==> src/rtl/ws2812_pkg.sv <==
// Shared types and constants for the WS2812 pixel path: RGB pixel layout,
// byte-order indices and the SPI receive state encoding.
package ws2812_pkg;

  typedef struct packed {
    logic [7:0] r;
    logic [7:0] g;
    logic [7:0] b;
  } pixel_t;

  localparam logic [1:0] COLOR_R = 2'd0;
  localparam logic [1:0] COLOR_G = 2'd1;
  localparam logic [1:0] COLOR_B = 2'd2;

  localparam int BYTES_PER_PIXEL = 3;

  typedef enum logic [1:0] {
    RX_IDLE,
    RX_SHIFT,
    RX_STORE
  } rx_state_e;

endpackage

==> src/rtl/spi_sync_edge.sv <==
// Brings the asynchronous SPI pins into the clk domain and derives the
// single-cycle edge strobes used by the receive FSM.
module spi_sync_edge (
  input  logic clk,
  input  logic reset,
  input  logic sclk_i,
  input  logic mosi_i,
  input  logic cs_n_i,
  output logic sclk_rise_o,
  output logic mosi_s_o,
  output logic cs_n_s_o,
  output logic cs_rise_o,
  output logic cs_fall_o
);

  logic [2:0] sclk_q;
  logic [1:0] mosi_q;
  logic [2:0] cs_q;

  // cs_n powers up deasserted so no false transaction start follows reset
  always_ff @(posedge clk) begin
    if (reset) begin
      sclk_q <= 3'b000;
      mosi_q <= 2'b00;
      cs_q   <= 3'b111;
    end else begin
      sclk_q <= {sclk_q[1:0], sclk_i};
      mosi_q <= {mosi_q[0], mosi_i};
      cs_q   <= {cs_q[1:0], cs_n_i};
    end
  end

  assign sclk_rise_o = sclk_q[1] & ~sclk_q[2];
  assign mosi_s_o    = mosi_q[1];
  assign cs_n_s_o    = cs_q[1];
  assign cs_rise_o   = cs_q[1] & ~cs_q[2];
  assign cs_fall_o   = ~cs_q[1] & cs_q[2];

endmodule

==> src/rtl/spi_pixel_buffer.sv <==
// Double-buffered pixel store: SPI writes fill the shadow bank, the LED
// driver reads the active bank, and banks swap only at a frame boundary.
module spi_pixel_buffer
  import ws2812_pkg::*;
#(
  parameter  int NUM_LEDS = 4,
  localparam int ADDR_W   = $clog2(NUM_LEDS)
) (
  input  logic              clk,
  input  logic              reset,
  input  logic              spi_sclk,
  input  logic              spi_mosi,
  input  logic              spi_cs_n,
  input  logic              data_request,
  input  logic [ADDR_W-1:0] address,
  output logic [7:0]        red_out,
  output logic [7:0]        green_out,
  output logic [7:0]        blue_out,
  output logic              frame_done,
  output logic              overflow
);

  localparam logic [ADDR_W-1:0] LAST_ADDR  = ADDR_W'(NUM_LEDS - 1);
  localparam bit                ADDR_DENSE = ((1 << ADDR_W) == NUM_LEDS);

  logic sclk_rise, mosi_s, cs_n_s, cs_rise, cs_fall;

  spi_sync_edge u_sync (
    .clk         (clk),
    .reset       (reset),
    .sclk_i      (spi_sclk),
    .mosi_i      (spi_mosi),
    .cs_n_i      (spi_cs_n),
    .sclk_rise_o (sclk_rise),
    .mosi_s_o    (mosi_s),
    .cs_n_s_o    (cs_n_s),
    .cs_rise_o   (cs_rise),
    .cs_fall_o   (cs_fall)
  );

  rx_state_e         state_q, state_d;
  logic [2:0]        bit_cnt_q, bit_cnt_d;
  logic [1:0]        color_cnt_q, color_cnt_d;
  logic [ADDR_W-1:0] pix_addr_q, pix_addr_d;
  logic [7:0]        byte_sr_q, byte_sr_d;
  logic [7:0]        r_stage_q, r_stage_d;
  logic [7:0]        g_stage_q, g_stage_d;
  logic              frame_complete_q, frame_complete_d;
  logic              overflow_q, overflow_d;
  logic              frame_done_q, frame_done_d;
  logic              swap_pending_q, swap_pending_d;
  logic              bank_sel_q, bank_sel_d;
  pixel_t            rgb_q, rgb_d;
  pixel_t            bank_q [2][NUM_LEDS];

  logic   wr_en;
  pixel_t wr_data;
  logic   swap_set;
  logic   swap_now;
  logic   rd_bank;
  logic   addr_ok;

  always_comb begin
    state_d          = state_q;
    bit_cnt_d        = bit_cnt_q;
    color_cnt_d      = color_cnt_q;
    pix_addr_d       = pix_addr_q;
    byte_sr_d        = byte_sr_q;
    r_stage_d        = r_stage_q;
    g_stage_d        = g_stage_q;
    frame_complete_d = frame_complete_q;
    overflow_d       = overflow_q;
    frame_done_d     = 1'b0;
    wr_en            = 1'b0;
    wr_data          = '{r: r_stage_q, g: g_stage_q, b: byte_sr_q};
    swap_set         = 1'b0;

    case (state_q)
      RX_IDLE: begin
        if (!cs_n_s) begin
          state_d     = RX_SHIFT;
          bit_cnt_d   = 3'd0;
          color_cnt_d = COLOR_R;
          pix_addr_d  = '0;
          overflow_d  = 1'b0;
        end
      end
      RX_SHIFT: begin
        if (sclk_rise) begin
          byte_sr_d = {byte_sr_q[6:0], mosi_s};
          bit_cnt_d = bit_cnt_q + 3'd1;
          if (bit_cnt_q == 3'd7) state_d = RX_STORE;
        end
      end
      RX_STORE: begin
        state_d = RX_SHIFT;
        // Once a full frame is held, extra bytes only flag overflow
        if (frame_complete_q) begin
          overflow_d = 1'b1;
        end else begin
          case (color_cnt_q)
            COLOR_R: begin
              r_stage_d   = byte_sr_q;
              color_cnt_d = COLOR_G;
            end
            COLOR_G: begin
              g_stage_d   = byte_sr_q;
              color_cnt_d = COLOR_B;
            end
            default: begin
              wr_en       = 1'b1;
              pix_addr_d  = pix_addr_q + 1'b1;
              color_cnt_d = COLOR_R;
              if (pix_addr_q == LAST_ADDR) begin
                frame_complete_d = 1'b1;
                frame_done_d     = 1'b1;
              end
            end
          endcase
        end
      end
      default: state_d = RX_IDLE;
    endcase

    if (cs_fall) overflow_d = 1'b0;

    // End of transaction abandons partial data; a complete frame becomes pending
    if (cs_rise) begin
      state_d = RX_IDLE;
      if (frame_complete_d) begin
        swap_set         = 1'b1;
        frame_complete_d = 1'b0;
      end
    end
  end

  always_comb begin
    swap_now       = data_request && (address == '0) && swap_pending_q;
    bank_sel_d     = bank_sel_q ^ swap_now;
    swap_pending_d = (swap_pending_q && !swap_now) || swap_set;
    rd_bank        = bank_sel_q ^ swap_now;
    addr_ok        = ADDR_DENSE || ({{(32-ADDR_W){1'b0}}, address} < 32'(NUM_LEDS));
    rgb_d          = rgb_q;
    if (data_request) rgb_d = addr_ok ? bank_q[rd_bank][address] : '0;
  end

  always_ff @(posedge clk) begin
    if (reset) begin
      state_q          <= RX_IDLE;
      bit_cnt_q        <= '0;
      color_cnt_q      <= COLOR_R;
      pix_addr_q       <= '0;
      byte_sr_q        <= '0;
      r_stage_q        <= '0;
      g_stage_q        <= '0;
      frame_complete_q <= 1'b0;
      overflow_q       <= 1'b0;
      frame_done_q     <= 1'b0;
      swap_pending_q   <= 1'b0;
      bank_sel_q       <= 1'b0;
      rgb_q            <= '0;
      for (int b = 0; b < 2; b++)
        for (int i = 0; i < NUM_LEDS; i++)
          bank_q[b][i] <= '0;
    end else begin
      state_q          <= state_d;
      bit_cnt_q        <= bit_cnt_d;
      color_cnt_q      <= color_cnt_d;
      pix_addr_q       <= pix_addr_d;
      byte_sr_q        <= byte_sr_d;
      r_stage_q        <= r_stage_d;
      g_stage_q        <= g_stage_d;
      frame_complete_q <= frame_complete_d;
      overflow_q       <= overflow_d;
      frame_done_q     <= frame_done_d;
      swap_pending_q   <= swap_pending_d;
      bank_sel_q       <= bank_sel_d;
      rgb_q            <= rgb_d;
      if (wr_en) bank_q[~bank_sel_q][pix_addr_q] <= wr_data;
    end
  end

  assign red_out    = rgb_q.r;
  assign green_out  = rgb_q.g;
  assign blue_out   = rgb_q.b;
  assign frame_done = frame_done_q;
  assign overflow   = overflow_q;

endmodule

==> config.mk <==
export PLATFORM = sky130hd
export DESIGN_NAME = spi_pixel_buffer
export DESIGN_NICKNAME = d
export VERILOG_FILES = /design/src/rtl/ws2812_pkg.sv /design/src/rtl/spi_sync_edge.sv /design/src/rtl/spi_pixel_buffer.sv
export SDC_FILE = /design/constraint.sdc
export NUM_CORES = 1
export LEC_CHECK = 0
export CORE_UTILIZATION = 60
export DETAILED_ROUTE_END_ITERATION = 16
export HOLD_SLACK_MARGIN = 0.05
export PLACE_DENSITY = 0.88
export SYNTH_ARGS = -nofsm -noshare
export SYNTH_HDL_FRONTEND = slang
export SYNTH_HIERARCHICAL = 1
export SYNTH_SLANG_ARGS = --single-unit
==> constraint.sdc <==
create_clock -name clk -period 3.2 [get_ports clk]
set_clock_uncertainty 0.2 [all_clocks]
set_input_delay 0.64 -clock clk [delete_from_list [all_inputs] [get_ports clk]]
set_output_delay 0.64 -clock clk [all_outputs]
set_load 0.05 [all_outputs]
==> results.md, run 1 <==
- Initial Utilization: 61.9%
- First-pass iteration count of the detailed router: 11
- Number of setup buffers added after CTS: 0
- Die ar.: 0.0193 mm2
- Post-CTS Resized: 0
- Async set-or-reset flop fraction in the synthesized netlist: 0%
- Largest net degree at the start of global routing: 50
- Critical path cell sequence: xnor2_4 -> mux2_2 -> a221oi_1 -> a31oi_1
- Initial antenna violation count: 0
- Period utilization: 83.0%
- Hold endpoint: u_sync/cs_q[1]
- CP peak stage delay: 0.92 ns
- Worst Setup End Kind: register
- Die H: 139 um
- GP Congestion: 0.825
- Hold Crit Class: reg2reg
- Worst Hold Path Cells: 1
- Top cells by area, synth: edfxtp_1 (51%), dfxtp_1 (12%), and2_1 (6.8%), mux2i_1 (5.4%), a221oi_2 (2.1%)
- PwrDens: 554 mW/mm2
- Boundary Pins: 34
- Core area: 0.0181 mm2
- Worst Min Path Start: u_sync/cs_q[0]
- Core Rows: 49
- Maximum fanout along the worst path: 24
- Top cell type's share of synthesized area: 51.3%
- Synth top cells by count: edfxtp_1 (192), and2_1 (123), dfxtp_1 (70), mux2i_1 (61), clkbuf_1 (46)
- Wire per inst: 22.0 um
- Share of post-route cells with drive strength above 1: 13.6%
- Total negative slack: 0 ns
- Worst Reg-to-Reg Cells: 4
- Synth area leader: edfxtp_1
- Startpoint types: register
- Final nets: 870
- DR vias: 7033
- Distinct cells, synth: 55
- Final worst slack: 0.543 ns
- Final Max Tran Viols: 0
- Syn. warnings: 6
- Number of enable flip-flop cells after synthesis: 192
- Worst Path Class, Setup: reg2reg
- Post-Syn Area: 0.0112 mm2
- H-Tree Depth: 1
- Overflow after GRT: 0
- Seq/Total Area, Yosys: 63.8%
- Die width: 139 um
- Post-route antenna net violation count: 0
- Tot GR Track Use: 25.5%
- R2r endpoint: blue_out[3]
- Worst endpoint required time: 3.37 ns
- Relative slew slack: 25.3%
- Syn_area_per_cell: 13.4 um2
- Hold buffers post-CTS: 0
- #FFs+latches synth: 262
- Fmax: 0.376 GHz
- Initial DRC count: 663
- Status: complete, no violations
- Hold Vio Cnt, Final: 0
- DP Worst Slack: 0.437 ns
- RSZ-0062 raised after global routing: false
- Vias/cell: 6.37
- Synth Net Count: 853
- Leakage: 0.00460 uW
- CTS tree: yes
- Routed wire length: 24300 um
- R2R setup slack: 0.54 ns
- Worst reg2reg path startpoint: bank_sel_q
- FILL cells: 1146
- Hpwl dp: 14500 um
- CP arrival: 2.83 ns
- CTS Sinks: 262
- Delay-heaviest family, CP: XOR/XNOR gates
- Measured slew at the worst slew-check pin: 1.12 ns
- Worst-Skew Late Latency: 0.52 ns
- # port buffers: 33
- Root buf cell: clkbuf_16
- First-pass GRT wire length: 38000 um
- Top_reg_cell synth: edfxtp_1
- Clock buffer count from CTS: 25
- Post-layout minimum cycle time: 2.66 ns
- Worst-path clk slew: 0.06 ns
- Count leader, synth: edfxtp_1
- Buffers and inverters on the worst path: 0
- # setup viols final: 0
- Cells after Synth: 839
- Number of global-route vias before repair: 7143
- # DRC: 0
- Max-cap violations: 0
- Diode count: 0
- Area Overhead vs Synth: 11.9%
- Max Root-Sink Buffers: 3
- Max VDD drop: 0.000470 V
- Slowest cell on the critical path: xnor2_4
-- through the flow --
| stage | power (uW) | area (um2) | hold WS, ns | cells | utilization [%] |
|---|---|---|---|---|---|
| after floorplan | 4060 | 11200 | 0.183 | 839 | - |
| after global placement | 4180 | 11800 | 0.194 | 1058 | 65.0 |
| after detailed placement | 4190 | 11800 | 0.199 | 1058 | 65.0 |
| after CTS | 6980 | 12600 | 0.220 | 1104 | 69.3 |
| after global routing | 7130 | 12600 | 0.229 | 1104 | 69.3 |
| final | 6970 | 12600 | 0.215 | 1104 | 69.3 |
-- cell families (layout without fill, tap and decap cells) --
logic type | after synthesis | count (layout) | share of synthesized area, %
buf+inv | 75 | 111 | 3.02
xor+xnor | 3 | 3 | 0.301
flops | 262 | 262 | 63.8
simple gates | 298 | 298 | 16.2
compound gates | 113 | 113 | 7.99
fa+ha+maj | 6 | 6 | 0.668
mux | 82 | 82 | 8.07
-- power breakdown --
group / total, uW / internal, uW / switching, uW / leakage, uW
clock network: 2840 / 1600 / 1240 / 0.000384
registers: 3780 / 3730 / 42.8 / 0.00255
logic: 349 / 116 / 232 / 0.00166
-- cell type report --
type	count	area (um2)	share of cell area [%]
sequential	262	7170	57.0
multi-input combinational	502	3760	29.9
clock buffer	29	641	5.09
timing repair buffer	59	553	4.40
tap	229	287	2.28
clock inverter	17	146	1.16
inverter	6	22.5	0.179
-- flip-flops by register name, indices dropped and copies added, names as in the netlist --
signal and flops:
bank_q 192, blue_out 8, byte_sr_q 8, g_stage_q 8, green_out 8, r_stage_q 8
red_out 8, bit_cnt_q 3, u_sync/cs_q 3, u_sync/sclk_q 3, color_cnt_q 2, pix_addr_q 2
state_q 2, u_sync/mosi_q 2, bank_sel_q 1, frame_complete_q 1, frame_done 1, overflow 1
swap_pending_q 1
-- how the worst max path moves through the flow --
stage	startpoint	end	slack, ns	cells past startpoint
global placement	data_request	blue_out[4]	0.53	5
floorplan	reset	bank_q[1][0]	0.54	6
CTS	bank_sel_q	blue_out[3]	0.54	4
detailed placement	address[0]	green_out[4]	0.44	5
global route	bank_sel_q	blue_out[3]	0.45	4
finish	bank_sel_q	blue_out[3]	0.54	4
-- cells in the final DEF (no fill, tap or decap), types with 5 or more instances in the layout --
master | Yosys | routed
mux2_4 | 16 | 16
inv_1 | 6 | 6
nand4_1 | 20 | 20
edfxtp_1 | 192 | 192
a221oi_2 | 16 | 16
and3_1 | 25 | 25
clkdlybuf4s50_1 | 0 | 31
buf_4 | 7 | 23
ha_1 | 6 | 6
dfxtp_1 | 70 | 69
and3b_1 | 6 | 6
a21o_1 | 5 | 5
a21oi_1 | 17 | 17
mux2i_1 | 61 | 61
nand2_1 | 34 | 34
and2_1 | 123 | 123
a31oi_1 | 21 | 21
or2_2 | 5 | 5
mux2_2 | 5 | 5
nand4b_1 | 20 | 20
clkinv_2 | 0 | 6
nor2b_1 | 14 | 14
clkbuf_16 | 0 | 25
o22ai_1 | 25 | 25
nor2_1 | 26 | 26
-- layer usage --
| layer | share of wire (%) | global-route usage [%] |
|---|---|---|
| met4 | 2.7 | 9.77 |
| met3 | 7.0 | 2.69 |
| met1 | 40 | 33.2 |
| met5 | 0 | 0 |
| met2 | 51 | 44.2 |
Power figures use the tool's default switching activity.
==> run 2: changes to the inputs <==
CORE_UTILIZATION = 55   (was 60)
PLACE_DENSITY = 0.85   (was 0.88)
clock period = 2.4 ns   (was 3.2 ns; I/O delays follow)
==> run 2 against run 1 <==
Compared with the run above: die area increased by 9.0%; largest cell class unchanged; utilization is 3.7 points lower; via count is 0.27% lower; largest power group unchanged; count of clock-buffer cells in the layout grew 10; critical path type is now reg2out; hold slack got worse by 0.016 ns; combinational power rose by 40%; clock power is 42% higher; register-to-register slack got worse by 0.44 ns.
==> results.md, run 2 (same netlist as run 1, synthesis figures left out) <==
- Status: complete, no violations
- Die ar.: 0.0210 mm2
- Period utilization: 98.2%
- Most frequent cells in the layout: edfxtp_1 (192), and2_1 (123), dfxtp_1 (69), mux2i_1 (61), nand2_1 (34)
- Post-route antenna net violation count: 0
- Delay-heaviest family, CP: buffers and inverters
- Vias/cell: 6.05
- Share of post-route cells with drive strength above 1: 15.8%
- PwrDens: 739 mW/mm2
- First-pass GRT wire length: 38800 um
- Hold buffers post-CTS: 0
- Routed wire length: 25000 um
- Fmax: 0.424 GHz
- # setup viols final: 0
- Startpoint types: register
- Worst Path Class, Setup: reg2out
- Tot GR Track Use: 23.8%
- CTS Sinks: 262
- Post-layout minimum cycle time: 2.36 ns
- FILL cells: 1327
- Max VDD drop: 0.000731 V
- Worst endpoint required time: 1.72 ns
- # DRC: 0
- DR vias: 7014
- Most common cell after layout, fill and taps aside: edfxtp_1
- Slowest cell on the critical path: clkdlybuf4s50_1
- Area Overhead vs Synth: 15.0%
- Max reg flops: 192
- Worst Setup End Kind: output port
- CTS tree: yes
- Worst-Skew Late Latency: 0.52 ns
- Hold WS: 0.199 ns
- Boundary Pins: 34
- Biggest register: bank_q
- Hold Crit Class: in2reg
- RSZ-0062 raised after global routing: false
- Root buf cell: clkbuf_16
- H-Tree Depth: 1
- CP arrival: 1.68 ns
- Total power: 9550 uW
- Multi-input logic area: 0.00378 mm2
- Leakage: 0.00495 uW
- Final Max Tran Viols: 0
- # port buffers: 33
- Initial antenna violation count: 0
- Wire per inst: 21.6 um
- Clock buffer count from CTS: 26
- Hpwl dp: 15000 um
- Overflow after GRT: 0
- Number of global-route vias before repair: 7024
- # placed instances: 1110
- Measured slew at the worst slew-check pin: 1.04 ns
- Core Rows: 51
- GP Congestion: 0.862
- Largest net degree at the start of global routing: 61
- Hold Vio Cnt, Final: 0
- Storage cell area: 0.00717 mm2
- Initial Utilization: 57.0%
- Core area: 0.0197 mm2
- Non-Filler Instances: 1159
- Die H: 145 um
- Number of setup buffers added after CTS: 0
- Die width: 145 um
- CP peak stage delay: 0.82 ns
- Maximum fanout along the worst path: 2
- Diode count: 0
- Critical path cell sequence: clkdlybuf4s50_1
- Worst-path clk slew: 0.06 ns
- Max Root-Sink Buffers: 3
- Final nets: 888
- Max-cap violations: 0
- Initial DRC count: 715
- Buffers and inverters on the worst path: 1
- Relative slew slack: 30.5%
- First-pass iteration count of the detailed router: 5
## run 2: stage by stage
step	worst slack (ns)	utilization [%]	area (um2)	setup TNS [ns]
3_3_place_gp	0.0556	61.0	12000	0
2_1_floorplan	0.111	-	11200	0
5_1_grt	0.000902	65.6	12900	0
4_1_cts	0.0105	65.4	12900	0
3_5_place_dp	-0.0275	61.0	12000	-0.0420
6_report	0.0429	65.6	12900	0
## run 2: power breakdown
group	switching, uW	total, uW	internal, uW
combinational	319	490	171
sequential	54.3	5030	4980
clock	1620	4030	2410
total	1990	9550	7560
## run 2: layer usage
metal,vias to the layer above,GRT usage [%],wire [um]
met2,312,40.4,12600
met1,3446,31.8,9960
met4,0,7.98,544
met5,-,0,0
li1,3207,-,-
met3,49,2.89,1950
## run 2: path summary, 6_finish.rpt
path	end	slack [ns]	depth (start not counted)	startpoint
setup / recovery	green_out[0]	0.04	1	green_out[0]
hold / removal	frame_done	0.20	3	reset
setup reg to reg	red_out[7]	0.10	4	swap_pending_q
hold reg to reg	u_sync/cs_q[1]	0.20	1	u_sync/cs_q[0]
## run 2: timing repair
action | 4_1_cts | 5_1_grt
endpoints found under the hold margin | 0 | 0
pin swaps | 1 | 0
endpoints found under the setup margin | 8 | 17
cloned | 1 | 0
resized for setup | 7 | 13
## run 2: area by class of cell
cell class              instances  share of cell area, %
inverters                       6                  0.174
repair buffers                 75                   5.87
well taps                     265                   2.56
clock buffers                  39                   5.88
clock inverters                 9                  0.794
multi-input cells             503                   29.2
flip-flops and latches        262                   55.5
==> run 3: changes to the inputs <==
CORE_ASPECT_RATIO = 2   (was unset)
SYNTH_HIERARCHICAL = unset   (was 1)
==> run 3 against run 2 <==
Compared with the run above: sequential share of layout area is 0.96 points higher; setup slack worse by 0.017 ns; die area shrank 2.0%; cell count is 3.8% lower; critical path type unchanged.
==> results.md, run 3 <==
- Status: complete, no violations
- Area Overhead vs Synth: 15.5%
- Final nets: 854
- Count leader, synth: edfxtp_1
- H-Tree Depth: 1
- Hold Crit Class: in2reg
- RSZ-0062 raised after global routing: false
- Tot GR Track Use: 26.5%
- Share of post-route cells with drive strength above 1: 13.1%
- Max Root-Sink Buffers: 3
- Max VDD drop: 0.000503 V
- DP Worst Slack: -0.0698 ns
- Worst Reg-to-Reg Cells: 5
- Relative slew slack: 51.8%
- Hpwl dp: 16300 um
- Root buf cell: clkbuf_16
- Max reg flops: 192
- Worst Min Path Start: reset
- Number of setup buffers added after CTS: 0
- Clock buffer count from CTS: 22
- Hold endpoint: bank_sel_q
- Maximum fanout along the worst path: 2
- Vias/cell: 6.08
- #FFs+latches synth: 262
- CP arrival: 1.69 ns
- Number of enable flip-flop cells after synthesis: 192
- Startpoint types: register
- Hold Vio Cnt, Final: 0
- Final worst slack: 0.0260 ns
- Period utilization: 98.9%
- Worst endpoint required time: 1.72 ns
- Placed Area: 0.0120 mm2
- Worst-path clk slew: 0.07 ns
- Fmax: 0.421 GHz
- CP peak stage delay: 0.81 ns
- Worst reg2reg path startpoint: swap_pending_q
- Core area: 0.0195 mm2
- Top cell type's share of synthesized area: 52.4%
- Biggest register: bank_q
- Post-CTS Resized: 8
- FILL cells: 1372
- Non-Filler Instances: 1115
- Routed wire length: 26300 um
- DR vias: 6780
- Die H: 202 um
- Post-layout minimum cycle time: 2.37 ns
- Initial DRC count: 473
- Number of global-route vias before repair: 6972
- PwrDens: 718 mW/mm2
- Post-route cell area: 0.0127 mm2
- R2R setup slack: 0.22 ns
- First-pass GRT wire length: 39500 um
- Largest net degree at the start of global routing: 44
- # placed instances: 1075
- # port buffers: 33
- Final Max Tran Viols: 0
- Worst-Skew Late Latency: 0.52 ns
- Core Rows: 72
- Post-route antenna net violation count: 0
- Top cells by area, synth: edfxtp_1 (52%), dfxtp_1 (13%), mux2i_1 (7.7%), and2_1 (6.9%), o22a_1 (1.8%)
- Seq/Total Area, Yosys: 65.2%
- Post-Syn Area: 0.0110 mm2
- Most frequent cells in the layout: edfxtp_1 (192), and2_1 (122), mux2i_1 (85), dfxtp_1 (69)
- Leakage: 0.00526 uW
- Worst Setup End Kind: output port
- Slowest cell on the critical path: clkdlybuf4s50_1
- Synth Net Count: 811
- Synth area leader: edfxtp_1
- Total power: 9120 uW
- Die width: 102 um
- Cells after Synth: 797
- Syn. warnings: 0
- Top_reg_cell synth: edfxtp_1
- Max-cap violations: 0
- Worst Path Class, Setup: reg2out
- Async set-or-reset flop fraction in the synthesized netlist: 0%
- Boundary Pins: 34
- CTS Sinks: 262
- Critical path cell sequence: clkdlybuf4s50_1
- Initial antenna violation count: 0
- Buffers and inverters on the worst path: 1
- Hold buffers post-CTS: 0
- Syn_area_per_cell: 13.8 um2
- Synth top cells by count: edfxtp_1 (192), and2_1 (122), mux2i_1 (85), dfxtp_1 (70), clkbuf_1 (30)
- Wire per inst: 23.6 um
- Diode count: 0
- Levels on crit path: 1
- Worst Hold Path Cells: 3
- Distinct cells, synth: 52
- Die ar.: 0.0206 mm2
- Overflow after GRT: 0
- GP Congestion: 0.826
- Initial Utilization: 56.5%
- R2r endpoint: red_out[2]
- Most common cell after layout, fill and taps aside: edfxtp_1
- Measured slew at the worst slew-check pin: 0.723 ns
- # setup viols final: 0
- # DRC: 0
- CTS tree: yes
- First-pass iteration count of the detailed router: 5
- Delay-heaviest family, CP: buffers and inverters
-- run 3: changes by cell type in the layout (fill, tap and decap cells not counted), sizes merged, moves of 17 or more --
| cell | before | now |
|---|---|---|
| a221oi | 20 | 0 |
| a22oi | 1 | 22 |
| a31oi | 21 | 2 |
| mux2i | 61 | 85 |
| nand4 | 20 | 3 |
| nand4b | 20 | 0 |
| o221ai | 0 | 22 |
| o22a | 0 | 23 |
| o22ai | 25 | 0 |
-- run 3: cell type report --
type                            instances  area (um2)  share of cell area, %
Clock buffer                           26         587                   4.62
Clock inverter                         14         136                   1.07
Inverter                                8        30.0                  0.236
Multi-Input combinational cell        465        3510                   27.6
Sequential cell                       262        7170                   56.4
Tap cell                              259         324                   2.55
Timing Repair Buffer                   81         951                   7.49
-- run 3: worst max path at each step --
stage / startpoint / endpoint
2_1_floorplan: reset / bank_q[0][24]
3_3_place_gp: data_request / red_out[1]
3_5_place_dp: data_request / green_out[3]
4_1_cts: blue_out[0] / blue_out[0]
5_1_grt: green_out[3] / green_out[3]
6_report: red_out[2] / red_out[2]
-- run 3: cell families after synthesis --
family	count (synthesis)	synth area share, %
fa+ha+maj	6	0.683
simple gates	244	13.1
xor+xnor	3	0.375
compound gates	103	7.20
mux	109	10.2
flops	262	65.2
buf+inv	70	3.27
-- run 3: where the power goes --
part | switching, uW | internal [uW] | total, uW
combinational | 304 | 174 | 478
clock | 1620 | 1990 | 3610
sequential | 55.1 | 4980 | 5030
total | 1980 | 7140 | 9120
-- run 3: stage by stage --
step	util [%]	hold WS (ns)	setup TNS, ns
after floorplan	-	0.183	-1.90
after global placement	61.5	0.188	0
after detailed placement	61.5	0.195	-0.680
after CTS	65.2	0.155	0
after global routing	65.3	0.179	0
final	65.3	0.179	0
-- run 3: worst reg2reg max path: cells and delay by family (launching register included) --
| kind | cells | cell delay, ns |
|---|---|---|
| XOR/XNOR | 1 | 0.56 |
| AO/OA/AOI/OAI | 2 | 0.28 |
| buffers and inverters | 1 | 0.31 |
| flip-flops | 1 | 0.41 |
| multiplexers | 1 | 0.30 |
-- run 3: per-layer routing --
| metal | track usage (%) | vias to the layer above | routed length [um] |
|---|---|---|---|
| met5 | 0 | - | 0 |
| met4 | 15.7 | 0 | 1450 |
| met3 | 4.05 | 105 | 1760 |
| met2 | 48.0 | 337 | 14600 |
| met1 | 28.0 | 3325 | 8490 |
| li1 | - | 3013 | - |
